==> src/rtl/rr_mux4to1_pkg.sv <==
// Shared constants, state and select encodings for the 4-to-1 round-robin merge.
package rr_mux4to1_pkg;

    localparam int unsigned NUM_CH = 4;
    localparam int unsigned SEL_W  = 2;

    typedef enum logic [1:0] {
        ST_IDLE   = 2'd0,
        ST_FULL   = 2'd1,
        ST_LOCKED = 2'd2
    } state_t;

    // Source tag encoding, shared with the 1-to-4 demux select.
    typedef enum logic [SEL_W-1:0] {
        SEL_CH0 = 2'd0,
        SEL_CH1 = 2'd1,
        SEL_CH2 = 2'd2,
        SEL_CH3 = 2'd3
    } sel_t;

    function automatic logic [NUM_CH-1:0] sel2onehot(input logic [SEL_W-1:0] sel);
        return NUM_CH'(1) << sel;
    endfunction

endpackage

==> src/rtl/rr_mux4to1_arb.sv <==
// Combinational round-robin picker: scans req from ptr upward (mod 4), first set bit wins.
module rr_arb4
    import rr_mux4to1_pkg::*;
(
    input  logic [NUM_CH-1:0] req,
    input  logic [SEL_W-1:0]  ptr,
    output logic [NUM_CH-1:0] gnt,
    output logic [SEL_W-1:0]  gnt_idx
);

    logic [SEL_W-1:0] idx;
    logic             found;

    always_comb begin
        gnt     = '0;
        gnt_idx = '0;
        idx     = '0;
        found   = 1'b0;
        for (int unsigned k = 0; k < NUM_CH; k++) begin
            idx = ptr + SEL_W'(k);
            if (!found && req[idx]) begin
                found        = 1'b1;
                gnt[idx]     = 1'b1;
                gnt_idx      = idx;
            end
        end
    end

endmodule

==> src/rtl/rr_mux4to1.sv <==
// Four-channel valid/ready merge with round-robin arbitration and a single output register.
// Optional packet locking (in_last/out_last) is enabled with `define RR_MUX_PKT_LOCK_EN.
module rr_mux4to1
    import rr_mux4to1_pkg::*;
#(
    parameter int unsigned WIDTH = 8
) (
    input  logic                    clk,
    input  logic                    rst_n,
    input  logic [NUM_CH-1:0]       in_valid,
    input  logic [NUM_CH*WIDTH-1:0] in_data,
`ifdef RR_MUX_PKT_LOCK_EN
    input  logic [NUM_CH-1:0]       in_last,
    output logic                    out_last,
`endif
    output logic [NUM_CH-1:0]       in_ready,
    output logic                    out_valid,
    output logic [WIDTH-1:0]        out_data,
    output logic [SEL_W-1:0]        out_sel,
    input  logic                    out_ready
);

    state_t             state_q, state_d;
    logic               out_valid_q, out_valid_d;
    logic [WIDTH-1:0]   out_data_q, out_data_d;
    logic [SEL_W-1:0]   out_sel_q, out_sel_d;
    logic [SEL_W-1:0]   ptr_q, ptr_d;

    logic               load;
    logic               locked;
    logic               xfer;
    logic               xfer_last;
    logic [NUM_CH-1:0]  req;
    logic [NUM_CH-1:0]  gnt;
    logic [SEL_W-1:0]   gnt_idx;

`ifdef RR_MUX_PKT_LOCK_EN
    logic               out_last_q, out_last_d;

    // While locked only the channel that opened the packet may request.
    assign locked    = (state_q == ST_LOCKED);
    assign xfer_last = in_last[gnt_idx];
    assign out_last  = out_last_q;
`else
    assign locked    = 1'b0;
    assign xfer_last = 1'b1;
`endif

    assign load = !out_valid_q || out_ready;
    assign req  = locked ? (in_valid & sel2onehot(out_sel_q)) : in_valid;

    rr_arb4 u_arb (
        .req     (req),
        .ptr     (ptr_q),
        .gnt     (gnt),
        .gnt_idx (gnt_idx)
    );

    // Ready is withheld during reset so no producer sees a phantom handshake.
    assign in_ready = gnt & {NUM_CH{load & rst_n}};
    assign xfer     = |in_ready;

    always_comb begin
        state_d     = state_q;
        out_valid_d = out_valid_q;
        out_data_d  = out_data_q;
        out_sel_d   = out_sel_q;
        ptr_d       = ptr_q;
`ifdef RR_MUX_PKT_LOCK_EN
        out_last_d  = out_last_q;
`endif
        if (load) begin
            if (xfer) begin
                out_valid_d = 1'b1;
                out_data_d  = in_data[32'(gnt_idx)*WIDTH +: WIDTH];
                out_sel_d   = gnt_idx;
`ifdef RR_MUX_PKT_LOCK_EN
                out_last_d  = xfer_last;
`endif
                if (xfer_last) begin
                    ptr_d   = gnt_idx + 2'd1;
                    state_d = ST_FULL;
                end else begin
                    state_d = ST_LOCKED;
                end
            end else begin
                out_valid_d = 1'b0;
                if (!locked) begin
                    state_d = ST_IDLE;
                end
            end
        end
    end

    always_ff @(posedge clk or negedge rst_n) begin
        if (!rst_n) begin
            state_q     <= ST_IDLE;
            out_valid_q <= 1'b0;
            out_data_q  <= '0;
            out_sel_q   <= SEL_CH0;
            ptr_q       <= '0;
`ifdef RR_MUX_PKT_LOCK_EN
            out_last_q  <= 1'b0;
`endif
        end else begin
            state_q     <= state_d;
            out_valid_q <= out_valid_d;
            out_data_q  <= out_data_d;
            out_sel_q   <= out_sel_d;
            ptr_q       <= ptr_d;
`ifdef RR_MUX_PKT_LOCK_EN
            out_last_q  <= out_last_d;
`endif
        end
    end

    assign out_valid = out_valid_q;
    assign out_data  = out_data_q;
    assign out_sel   = out_sel_q;

endmodule

==> config.mk <==
export PLATFORM = sky130hd
export DESIGN_NAME = rr_mux4to1
export DESIGN_NICKNAME = d
export VERILOG_FILES = /design/src/rtl/rr_mux4to1_pkg.sv /design/src/rtl/rr_mux4to1_arb.sv /design/src/rtl/rr_mux4to1.sv
export SDC_FILE = /design/constraint.sdc
export NUM_CORES = 1
export LEC_CHECK = 0
export ABC_AREA = 0
export BUFFER_PORTS_ARGS = -buffer_cell sky130_fd_sc_hd__clkbuf_2
export CAP_MARGIN = 20
export CORE_AREA = 8 8 69 71
export DETAILED_ROUTE_END_ITERATION = 8
export DIE_AREA = 0 0 77 79
export GPL_TIMING_DRIVEN = 0
export PLACE_DENSITY = 0.68
export SLEW_MARGIN = 30
export SYNTH_ARGS = -nofsm -noshare
export SYNTH_HDL_FRONTEND = slang
export SYNTH_SLANG_ARGS = --single-unit
==> constraint.sdc <==
create_clock -name clk -period 3.3 [get_ports clk]
set_input_delay 0.33 -clock clk [delete_from_list [all_inputs] [get_ports clk]]
set_output_delay 0.33 -clock clk [all_outputs]
set_load 0.01 [all_outputs]
==> impl_summary.md <==
Timing
The post-route clock period utilization is 95.5%. Based on the critical path, the design can be clocked at up to 317 MHz. The final worst clock skew is 0.00425 ns.

Subtracting the final worst setup slack from the clock period gives 3.15 ns. The final-report hold violation count is 0. The setup slack of the critical path after layout is 0.150 ns. The max-slew violation count is 0. Setup violations remaining at the end of the flow were counted as 0. The max-slew headroom at the worst pin is just under 50%. The slew at the pin with the worst max-slew slack is 0.756 ns.

Critical path
For the worst setup path, the data required time is approximately 3.4 ns. Data on the critical path arrives at its endpoint at around 3.3 ns. On the critical path the largest part of the delay comes from multiplexers. The worst setup path is of the flop to flop kind. The standard cell with the maximum stage delay on the critical path is ha_2.

The number of cells on the critical path is 10. The critical path goes through buf_6 > clkinvlp_4 > ha_2 > mux4_2 > nor3b_4 > o41ai_1 > and3_4 > a41oi_4 > buf_6 > mux2_4. Counting stages on the worst path, the most repeated cell is buf_6. STA classifies the critical path endpoint as a flop.

The buffers plus inverters on the worst setup path is 3. The biggest fanout along the worst timing path is 10. The nature of the critical path startpoint is a flop.

On the worst path, the slowest cell contributes a delay of 0.46 ns. The worst register-to-register path has a depth of 10.

Logic synthesis
Yosys printed 0 warnings. In the synthesized netlist the async set-or-reset flop fraction comes to 100%. The gate count of the mapped netlist is 137. The synthesized netlist contains 34 unique library cells. The synthesized design devotes to its leading area cell type between 20% and 30% of total area. The mean area per synthesized cell is 10.2 sq um.

In the synthesized netlist the dominant register cell turns out to be dfrtp_1. After synthesis, the cell types taking the most area are dfrtp_1, mux2i_1, mux2_4. In this run the cell area of the synthesized design comes to 1400 sq um. The synthesized design spends more area on one cell type than any other, namely dfrtp_1. Synthesis inferred 13 register bits.

The total nets after synthesis is between 150 and 200. The sequential element share of the synthesized area is between 20% and 30%. Counting flops with a built-in enable in the synthesized netlist gives 0.

Finish
From synthesis to final layout, the design area changed by 31.0%. The most frequent standard cell in the layout excluding fill and tap cells is clkbuf_2. The library cells used most frequently in the layout, excluding fill and tap cells, are clkbuf_2, mux2i_1, nand2_1, dfrtp_1, mux2_4. In the final layout, the share of cells above drive strength 1 is 47.0%. The number of cells in the finished layout apart from fillers is 248. The count of inserted antenna diode cells is 0. After the last flow step, the layout net total stands at approximately 250.

Clock network
Counting along the longest clock path gives a buffer depth of 2. TritonCTS built the clock tree. After clock tree synthesis, the clock-pin slew on the worst setup and hold paths is 0.06 ns. The TritonCTS buffer count is 3. The clock reaches the later pin of the worst-skew pair after 0.24 ns.

The tree is rooted in a clkbuf_8. The clock sink count is 13. The number of levels in the clock H-tree is 1.

Route
Using the TritonRoute via totals, the vias-per-cell ratio works out to a little over 5. The count of nets left with antenna violations once routing finished came out at 0. In the final routed layout, each cell accounts on average for 14.0 um.

For this run, design rule violations remaining after detail routing come to 0. The total number of vias is 1,253. The count of routing violations after the opening detailed-route iteration is 120. After detailed routing, the total wire length is 3480 um. The first detailed-routing pass ran for 4 iterations.

GRT
The number of global-route vias before repair came to approximately 1.3k. The global-route wire length before repair is 5860 um. In the global route stage, met3 resource usage came out at 4.29%. The layer flagged by global routing as most heavily used is met2. Global routing consumed, on the met1 layer, 13.6% of the routing resources. Summed over all layers, the global routing overflow is 0. For this run, the total global-route usage over all layers was measured as a little under an eighth. The largest net degree at the start of global routing is 15. The met2 track utilization from global routing is 18.9%. The number of antenna violations at the first check in global routing is 0.

Min path
The path class of the tightest hold or removal check is input pin to flop. The hold-critical path depth is 2.

Floorplanning
The number of rows created at floorplan is 23. The core outline area is around 3800 sq um. The number of placed I/O pins is between 50 and 60. The die covers roughly 6000 sq um. In this run the horizontal extent of the chip is about 77 um. The die span in y is 79 um. The starting density of the core is 36.9%.

Pwr
Of the total power, combinational logic draws 76.8%. The power density over cell area is 1050 nW/um^2. Of the total power, the share spent switching nets is 42.7%.

The analysis attributes to cell leakage a power of 0.916 nW. In this run the power spent charging and discharging nets is 824 uW. In this run, the clock network consumes 7.3% of the power. Summing internal, switching and leakage power gives about 1.9 mW. Across the VDD grid, the largest voltage drop is around 470 uV. The internal power consumption is roughly 1.1 mW. The sequential share of power is 15.9%.

Placed design
Buffers placed on the I/O ports in this run total 53. In this run, placement finished with an instance count of 240. Summed over all nets, the half-perimeter wirelength after detailed placement is 2670 um. At the placement stage, the worst setup path has a slack of -0.354 ns. The final weighted congestion in routability-driven placement is 0.853.

Run
Max-cap violations in this run came to 0.

Run status
The run finished with clean final reports.
==> path summary, 6_finish.rpt <==
check                                              from                       to  slack (ns)
min in group asynchronous                         rst_n  out_data[4]$_DFFE_PN0P_        0.52
worst min register to register  out_data[1]$_DFFE_PN0P_  out_data[1]$_DFFE_PN0P_        0.51
worst max-delay path               ptr_q[1]$_DFFE_PN0P_  out_data[6]$_DFFE_PN0P_        0.15
max in group asynchronous                         rst_n     ptr_q[0]$_DFFE_PN0P_        2.50
worst max register to register     ptr_q[1]$_DFFE_PN0P_  out_data[6]$_DFFE_PN0P_        0.15
worst min-delay path                          out_ready    out_valid$_DFFE_PN0N_        0.27
==> flip-flops by register name (all words and copies together) (netlist names) <==
name,count
ptr_q,2
out_data,8
out_sel,2
out_valid,1
==> synthesized netlist by cell type (2+ instances only) <==
cell type and instances:
mux4_2 3, nand3b_1 2, inv_1 4, a31oi_1 2
mux2_4 7, dfrtp_1 13, mux2_2 4, nand2_1 15
buf_6 4, nor3b_1 2, buf_2 5, a221oi_1 2
nor3_1 2, mux2i_1 30, o21ai_0 4, a21oi_1 4
o21a_1 3, clkbuf_1 3, nor2_1 5, a2111oi_0 2
and3b_1 2, ha_1 7
==> kinds of logic (layout without fill, tap and decap cells) <==
group | after synthesis | after routing | share of synthesized area, %
multiplexers | 44 | 44 | 37.0
AND/OR/NAND/NOR | 33 | 33 | 13.2
AO/OA/AOI/OAI | 23 | 23 | 12.9
buffers and inverters | 16 | 77 | 6.87
flip-flops | 13 | 13 | 23.2
adder cells (fa/ha/maj) | 7 | 7 | 6.25
XOR/XNOR | 1 | 1 | 0.625
==> per-layer routing <==
metal	vias up	wire length, um
met5	-	0
li1	627	-
met3	4	286
met1	569	1620
met4	0	25
met2	53	1540
==> metrics by stage <==
stage | hold WS, ns | cell area (sq um) | setup TNS, ns | utilization (%)
floorplan | 0.0344 | 1400 | 0 | -
global placement | 0.247 | 1730 | -4.17 | 45.5
detailed placement | 0.251 | 1730 | -3.58 | 45.5
CTS | 0.264 | 1790 | 0 | 47.0
global route | 0.278 | 1840 | -0.0104 | 48.3
finish | 0.268 | 1840 | 0 | 48.3
==> layout make-up <==
cell class                      count  area [sq um]
Fill cell                         384          1960
Inverter                            4          18.8
Clock buffer                        4          45.0
Multi-Input combinational cell    108           995
Sequential cell                    13           327
Tap cell                           50          62.6
Buffer                             11          82.6
Timing Repair Buffer               58           305
==> timing repair <==
action / 4_1_cts / 5_1_grt
resized for setup: 3 / 6
hold endpoints to repair: 13 / 0
pin swaps: 0 / 1
cloned: 0 / 0
setup endpoints to repair: 17 / 11
hold buffers: 1 / 0
buffers inserted: 0 / 4
==> power by group through the flow <==
stage / logic (mW) / clock network (mW) / registers (mW)
after floorplan: 1.08 / 0 / 0.341
after CTS: 1.43 / 0.144 / 0.321
after global routing: 1.62 / 0.149 / 0.321
after detailed placement: 1.41 / 0 / 0.318
after global placement: 1.40 / 0 / 0.319
final: 1.48 / 0.140 / 0.308
Power figures use the tool's default switching activity.
